--- src/rtl/uart_tx_frame.sv ---
// Purpose : UART transmitter: start bit, DATA_WIDTH data bits LSB first,
//           optional parity bit, stop bit(s); one serial bit per clk cycle.
// Latency : start bit appears on tx_out at the first edge after the acceptance edge.
// Backpr. : no queuing; data_valid is only accepted while the FSM is idle, else dropped.
//
// Ports:
//   clk        TX bit clock (baud-rate clock)
//   rst        asynchronous, active-low reset
//   p_data     parallel word, sampled on the acceptance edge only
//   data_valid single-cycle request strobe
//   par_en     1 = append a parity bit after the data bits
//   par_typ    0 = even parity, 1 = odd parity
//   tx_out     serial line, idle high, straight from a flop
//   busy       high for every cycle a frame bit is on tx_out, registered
//
// Build option: define UART_TX_TWO_STOP_EN for two stop bits per frame.
//
// Timing note: tx_out/busy are registered from the current state, so the line
// lags the FSM by one cycle. The FSM is back in IDLE while the stop bit is on
// the line, which is what lets a held data_valid restart after exactly one
// idle-high cycle.
module uart_tx_frame #(
  parameter int DATA_WIDTH = 8
) (
  input  logic                  clk,
  input  logic                  rst,
  input  logic [DATA_WIDTH-1:0] p_data,
  input  logic                  data_valid,
  input  logic                  par_en,
  input  logic                  par_typ,
  output logic                  tx_out,
  output logic                  busy
);

  localparam int CNT_W = $clog2(DATA_WIDTH);
  localparam logic [CNT_W-1:0] LAST_BIT = CNT_W'(DATA_WIDTH - 1);

  typedef enum logic [2:0] {
    IDLE   = 3'd0,
    START  = 3'd1,
    DATA   = 3'd2,
    PARITY = 3'd3,
    STOP   = 3'd4
  } state_t;

  state_t                state_q,   state_d;
  logic [CNT_W-1:0]      bit_cnt_q, bit_cnt_d;
  logic [DATA_WIDTH-1:0] data_q,    data_d;
  logic                  par_en_q,  par_en_d;
  logic                  par_typ_q, par_typ_d;
  logic                  tx_q,      tx_d;
  logic                  busy_q,    busy_d;

  always_ff @(posedge clk or negedge rst) begin
    if (!rst) begin
      state_q   <= IDLE;
      bit_cnt_q <= '0;
      data_q    <= '0;
      par_en_q  <= 1'b0;
      par_typ_q <= 1'b0;
      tx_q      <= 1'b1;
      busy_q    <= 1'b0;
    end else begin
      state_q   <= state_d;
      bit_cnt_q <= bit_cnt_d;
      data_q    <= data_d;
      par_en_q  <= par_en_d;
      par_typ_q <= par_typ_d;
      tx_q      <= tx_d;
      busy_q    <= busy_d;
    end
  end

  always_comb begin
    state_d   = state_q;
    bit_cnt_d = bit_cnt_q;
    data_d    = data_q;
    par_en_d  = par_en_q;
    par_typ_d = par_typ_q;
    tx_d      = 1'b1;
    busy_d    = 1'b0;

    unique case (state_q)
      IDLE: begin
        tx_d   = 1'b1;
        busy_d = 1'b0;
        if (data_valid) begin
          // Only point where the inputs are sampled; later changes are ignored.
          data_d    = p_data;
          par_en_d  = par_en;
          par_typ_d = par_typ;
          state_d   = START;
        end
      end

      START: begin
        tx_d      = 1'b0;
        busy_d    = 1'b1;
        bit_cnt_d = '0;
        state_d   = DATA;
      end

      DATA: begin
        tx_d   = data_q[bit_cnt_q];
        busy_d = 1'b1;
        if (bit_cnt_q == LAST_BIT) begin
          bit_cnt_d = '0;
          state_d   = par_en_q ? PARITY : STOP;
        end else begin
          bit_cnt_d = bit_cnt_q + CNT_W'(1);
        end
      end

      PARITY: begin
        // XOR of the data makes the total ones count even; par_typ flips it to odd.
        tx_d      = (^data_q) ^ par_typ_q;
        busy_d    = 1'b1;
        bit_cnt_d = '0;
        state_d   = STOP;
      end

      STOP: begin
        tx_d   = 1'b1;
        busy_d = 1'b1;
`ifdef UART_TX_TWO_STOP_EN
        // The bit counter is free here, so it counts the two stop cycles.
        if (bit_cnt_q == '0) begin
          bit_cnt_d = CNT_W'(1);
        end else begin
          bit_cnt_d = '0;
          state_d   = IDLE;
        end
`else
        bit_cnt_d = '0;
        state_d   = IDLE;
`endif
      end

      default: begin
        state_d   = IDLE;
        bit_cnt_d = '0;
      end
    endcase
  end

  assign tx_out = tx_q;
  assign busy   = busy_q;

endmodule
--- config.mk ---
export PLATFORM = sky130hd
export DESIGN_NAME = uart_tx_frame
export DESIGN_NICKNAME = d
export VERILOG_FILES = /design/src/rtl/uart_tx_frame.sv
export SDC_FILE = /design/constraint.sdc
export NUM_CORES = 1
export LEC_CHECK = 0
export CAP_MARGIN = 5
export CORE_ASPECT_RATIO = 0.9
export CORE_MARGIN = 2
export CORE_UTILIZATION = 50
export DETAILED_ROUTE_END_ITERATION = 6
export PLACE_DENSITY = 0.76
export SYNTH_ARGS = -nofsm -noshare
export SYNTH_HDL_FRONTEND = slang
export SYNTH_SLANG_ARGS = --single-unit
--- constraint.sdc ---
create_clock -name clk -period 1.64 [get_ports clk]
set_input_delay 0.328 -clock clk [delete_from_list [all_inputs] [get_ports clk]]
set_output_delay 0.328 -clock clk [all_outputs]
set_load 0.02 [all_outputs]
Word-level counts from Yosys, hierarchy flattened
Cells that the tools add are included.

Output and inout bits: 2. Register bits after elaboration: 18. Input bits: 13. Word-level logic and storage cells: 32.

$lt $le $gt $ge: 1. Bitwise logic cells: 1. Add/sub/neg operators: 1. Reduce and logical (&&, ||, !) cells: 5. Mux-type cells: 10. Equality and inequality tests: 7.

Operators by type and width (count): 3-bit two-way mux (4); 3-bit one-hot mux with 4 select lines (1); 8-bit parity (1); 3-bit by 2-bit == test with 1-bit output, second input constant (2); 3-bit == test, second input constant (2); 3-bit one-hot mux with 2 select lines (1); 3-bit by 4-bit < comparator with 1-bit output, second input constant (1); 2-bit != test, second input constant (2); 2-bit AND reduction (2); 4-bit OR reduction (1); 3-bit by 1-bit adder with 3-bit output, second input constant (1); 1-bit binary-select mux with 3-bit select (1); 3-bit by 1-bit == test with 1-bit output, second input constant (1); 3-bit logical NOT (1); 1-bit one-hot mux with 3 select lines (1); 1-bit two-way mux (2); 1-bit bitwise XOR (1).

Depth between registers and ports, before layout
Depth after elaboration: 3. Mapped depth: 6. Depth with buffers taken out: 6.

Worst setup path after synthesis
Ideal clock, no wire load.

Kind: register to register. Start point: reg state_q[2]. End point: reg data_q[0]. Library setup time: 0.125 ns. Path slack: 0.232 ns. Stages on the path, launching flop included: 5. Data required time: 1.515 ns. Clock period less this slack: 1.408 ns. Arrival: 1.283 ns. Path buffers: 2. Path through: dfrtp_1 -> buf_2 -> nor3_1 -> buf_2 -> mux2_2.

Cells in the longest elaborated chain, start to end: 2.

RTL lines: start: declaration (RTL line 46) `state_t state_q, state_d;`; start signal: assignment (RTL line 64) `state_q <= state_d;`; 3-bit logical NOT (RTL line 83) `unique case (state_q)`; 2-bit AND reduction (no source line); end signal: assignment (RTL line 66) `data_q <= data_d;`; end: declaration (RTL line 48) `logic [DATA_WIDTH-1:0] data_q, data_d;`.

No other way between the ends. A chain may end at the register's enable or synchronous reset.

Worst setup path after layout
Start point: reg busy_q (netlist: busy). End point: out busy.

RTL lines: start: declaration (RTL line 52) `logic busy_q, busy_d;`; start signal: assignment (RTL line 70) `busy_q <= busy_d;`; end: declaration (RTL line 32) `output logic busy`.

No word-level cell between the ends.

==> reports/qor.csv <==
metric;value;unit
delay-heaviest family, CP;buffers and inverters;
PnR worst setup slack;0.09458;ns
slew at the pin closest to its max-slew limit;0.3646;ns
Post-Syn Nets;83;
width of the chip;48.31;µm
endpoints failing setup;0;
Avg Cell Area, Syn;12.99;µm²
vias in the first global route;600;
All-Layer GR Usage;0.1713;
Setup CP Type;reg2out;
Yosys reg bits;18;
slowest CP cell;clkdlybuf4s50_1;
antenna viol nets, final;0;
Max IR drop VDD;0.0009391;V
Fin. Hold Viols;0;
CP max FO;1;
Post-Syn Area;883.3;µm²
detailed placer's ending HPWL;1130;µm
Setup Skew;0.01264;ns
library cells used by synthesis;26;
aggregate global routing overflow;0;
Final min period;1.545;ns
cell with the most instances after synthesis;dfrtp_1;
clock slew at reported path FFs;0.11;ns
Hold Path Class;in2async;
WL per Instance;13.04;µm
die height;43.88;µm
Crit path largest cell delay;0.59;ns
Placement Cell Area;1081;µm²
via/cell ratio;5.027;
gpl congestion;0.7975;
startpoint types;register;
post-CTS setup buffers;0;
RSZ-0062 raised after global routing;false;
fin. max-slew vios;0;
number of remaining DRC errors;0;
Seq/Total Area, Yosys;0.5113;
Clock Path Buffers;2;
Pre-Repair DR Iteration Count;2;
top cells by area, synth;dfrtp_1 48%, mux2_2 7.6%, mux2_1 5.1%, xnor2_1 5.0%, mux2i_1 4.5%;
PwrDens;1922;nW/µm²
core area;1664;µm²
top cells by count, synth;17 x dfrtp_1, 6 x mux2_2, 5 x xnor2_1;
Finished Layout Cells;112;
# diodes;0;
initial antenna violation count;0;
Max-Cap Viols;0;
final net count;104;
dpl cells;108;
IO buf count;14;
Final Cell Area;1116;µm²
fin util;0.6707;
pre-CTS setup slack;-0.07180;ns
synthesized instance count;68;
status;finished clean;
Post-synth EDFFs;0;
Max Freq;647.1;MHz
Area Overhead vs Synth;26.35;%
Register-to-Register Path Depth;6;
Final Hold Slack;0.2971;ns
H-tree depth;1;
drt first-iter violations;7;
hold buffers post-CTS;0;
cell taking the most area after synthesis;dfrtp_1;
Warnings, synthesis;0;
# clock sinks;18;
Vias;563;
final wirelength;1461;µm
Root Buffer;clkbuf_4;
# fillers;126;
slew margin rel.;0.7562;
Critical Path AT;1.22;ns
Initial Util;0.5308;
Most used DFF post-synth;dfrtp_1;
WP data required;1.31;ns
period utilization;0.9423;
I/O pin count;15;
Yosys top cell area share;0.4816;
largest net degree at the start of global routing;12;
WP depth;1;
CTS tree;built;
CTS Buf Count;3;
layout cell share with drive strength beyond 1;0.2045;
CP Capture Type;primary output;
crit-path cells;clkdlybuf4s50_1;
Clk Latency, worst-skew pair;0.29;ns
Async SR Flop Fraction;1.000;
CP bufs+invs;1;
Leakage;0.0004851;µW
row count;14;
die area;2119;µm²
first-pass GRT wire length;2684;µm
[worst paths after layout]
| kind | end | slack [ns] | from |
|---|---|---|---|
| worst max-delay path | busy | 0.09 | busy |
| worst min-delay path | bit_cnt_q[2] | 0.30 | rst |
| worst max register to register | state_q[1] | 0.19 | bit_cnt_q[0] |
| worst min register to register | par_typ_q | 0.55 | par_typ_q |
| max in group asynchronous | data_q[4] | 0.84 | rst |
| min in group clk | par_typ_q | 0.55 | par_typ_q |
[cells by family (layout without fill, tap and decap cells)]
logic type               Yosys count  in the layout  share of synthesized area
adder cells (fa/ha/maj)            2              2                    0.02832
flip-flops                        18             18                     0.5113
multiplexers                      16             16                     0.2280
AO/OA/AOI/OAI                      7              7                    0.05383
buffers and inverters              6             26                    0.02834
XOR/XNOR                           7              7                    0.08498
AND/OR/NAND/NOR                   12             12                    0.06516
[cell usage in the layout, fill, tap and decap left out, drive strengths merged, types with 2 or more instances in the layout]
master / Yosys / final
dfrtp: 17 / 17
mux2: 10 / 10
inv: 2 / 2
nand2: 2 / 2
o21ai: 2 / 2
mux2i: 4 / 4
clkdlybuf4s50: 0 / 13
mux4: 2 / 2
clkbuf: 2 / 4
ha: 2 / 2
buf: 2 / 6
xnor2: 5 / 5
nor3: 4 / 4
nor2: 3 / 3
[flip-flops by register name, summed over array words and instances, names as in the netlist]
name,flops
bit_cnt_q,3
busy,1
state_q,3
par_typ_q,1
tx_out,1
par_en_q,1
data_q,8
[worst reg2reg max path, cell delays in order (launching register included)]
cell and delay (ns):
dfrtp_1 0.44, ha_1 0.22, ha_1 0.23, inv_1 0.06
o21ai_0 0.06, mux2_2 0.26, nor2_1 0.11
[where the power goes]
group	total [µW]	internal (µW)	leakage [µW]	switching, µW
logic	1040	628	0.000246	413
clock network	270	135	0.0000210	135
registers	834	664	0.000218	170
[per-stage QoR]
step	TNS [ns]	total power [µW]
after floorplan	0	1623
after detailed placement	-0.5161	1900
final	0	2145
after global routing	0	2327
after CTS	0	2173
after global placement	-0.2373	1870
[routing by layer]
| metal | GRT usage | wire length, µm | up-vias |
|---|---|---|---|
| li1 | - | - | 280 |
| met1 | 0.2154 | 682 | 269 |
| met2 | 0.2917 | 707 | 10 |
| met3 | 0.02414 | 42 | 4 |
| met4 | 0.09714 | 27 | 0 |
| met5 | 0 | 0 | - |
[repair_timing]
action,CTS,global route
gates resized for setup,1,0
endpoints found under the setup margin,1,0
hold endpoints to repair,0,0
[final cells by class]
| type | count | area, µm² | area share |
|---|---|---|---|
| clock buffers | 4 | 36.28 | 0.03251 |
| flip-flops and latches | 18 | 451.7 | 0.4047 |
| repair buffers | 20 | 183.9 | 0.1648 |
| inverters | 2 | 7.507 | 0.006726 |
| multi-input cells | 44 | 406.6 | 0.3643 |
| well taps | 24 | 30.03 | 0.02691 |
(Power assumes the default switching activity.)
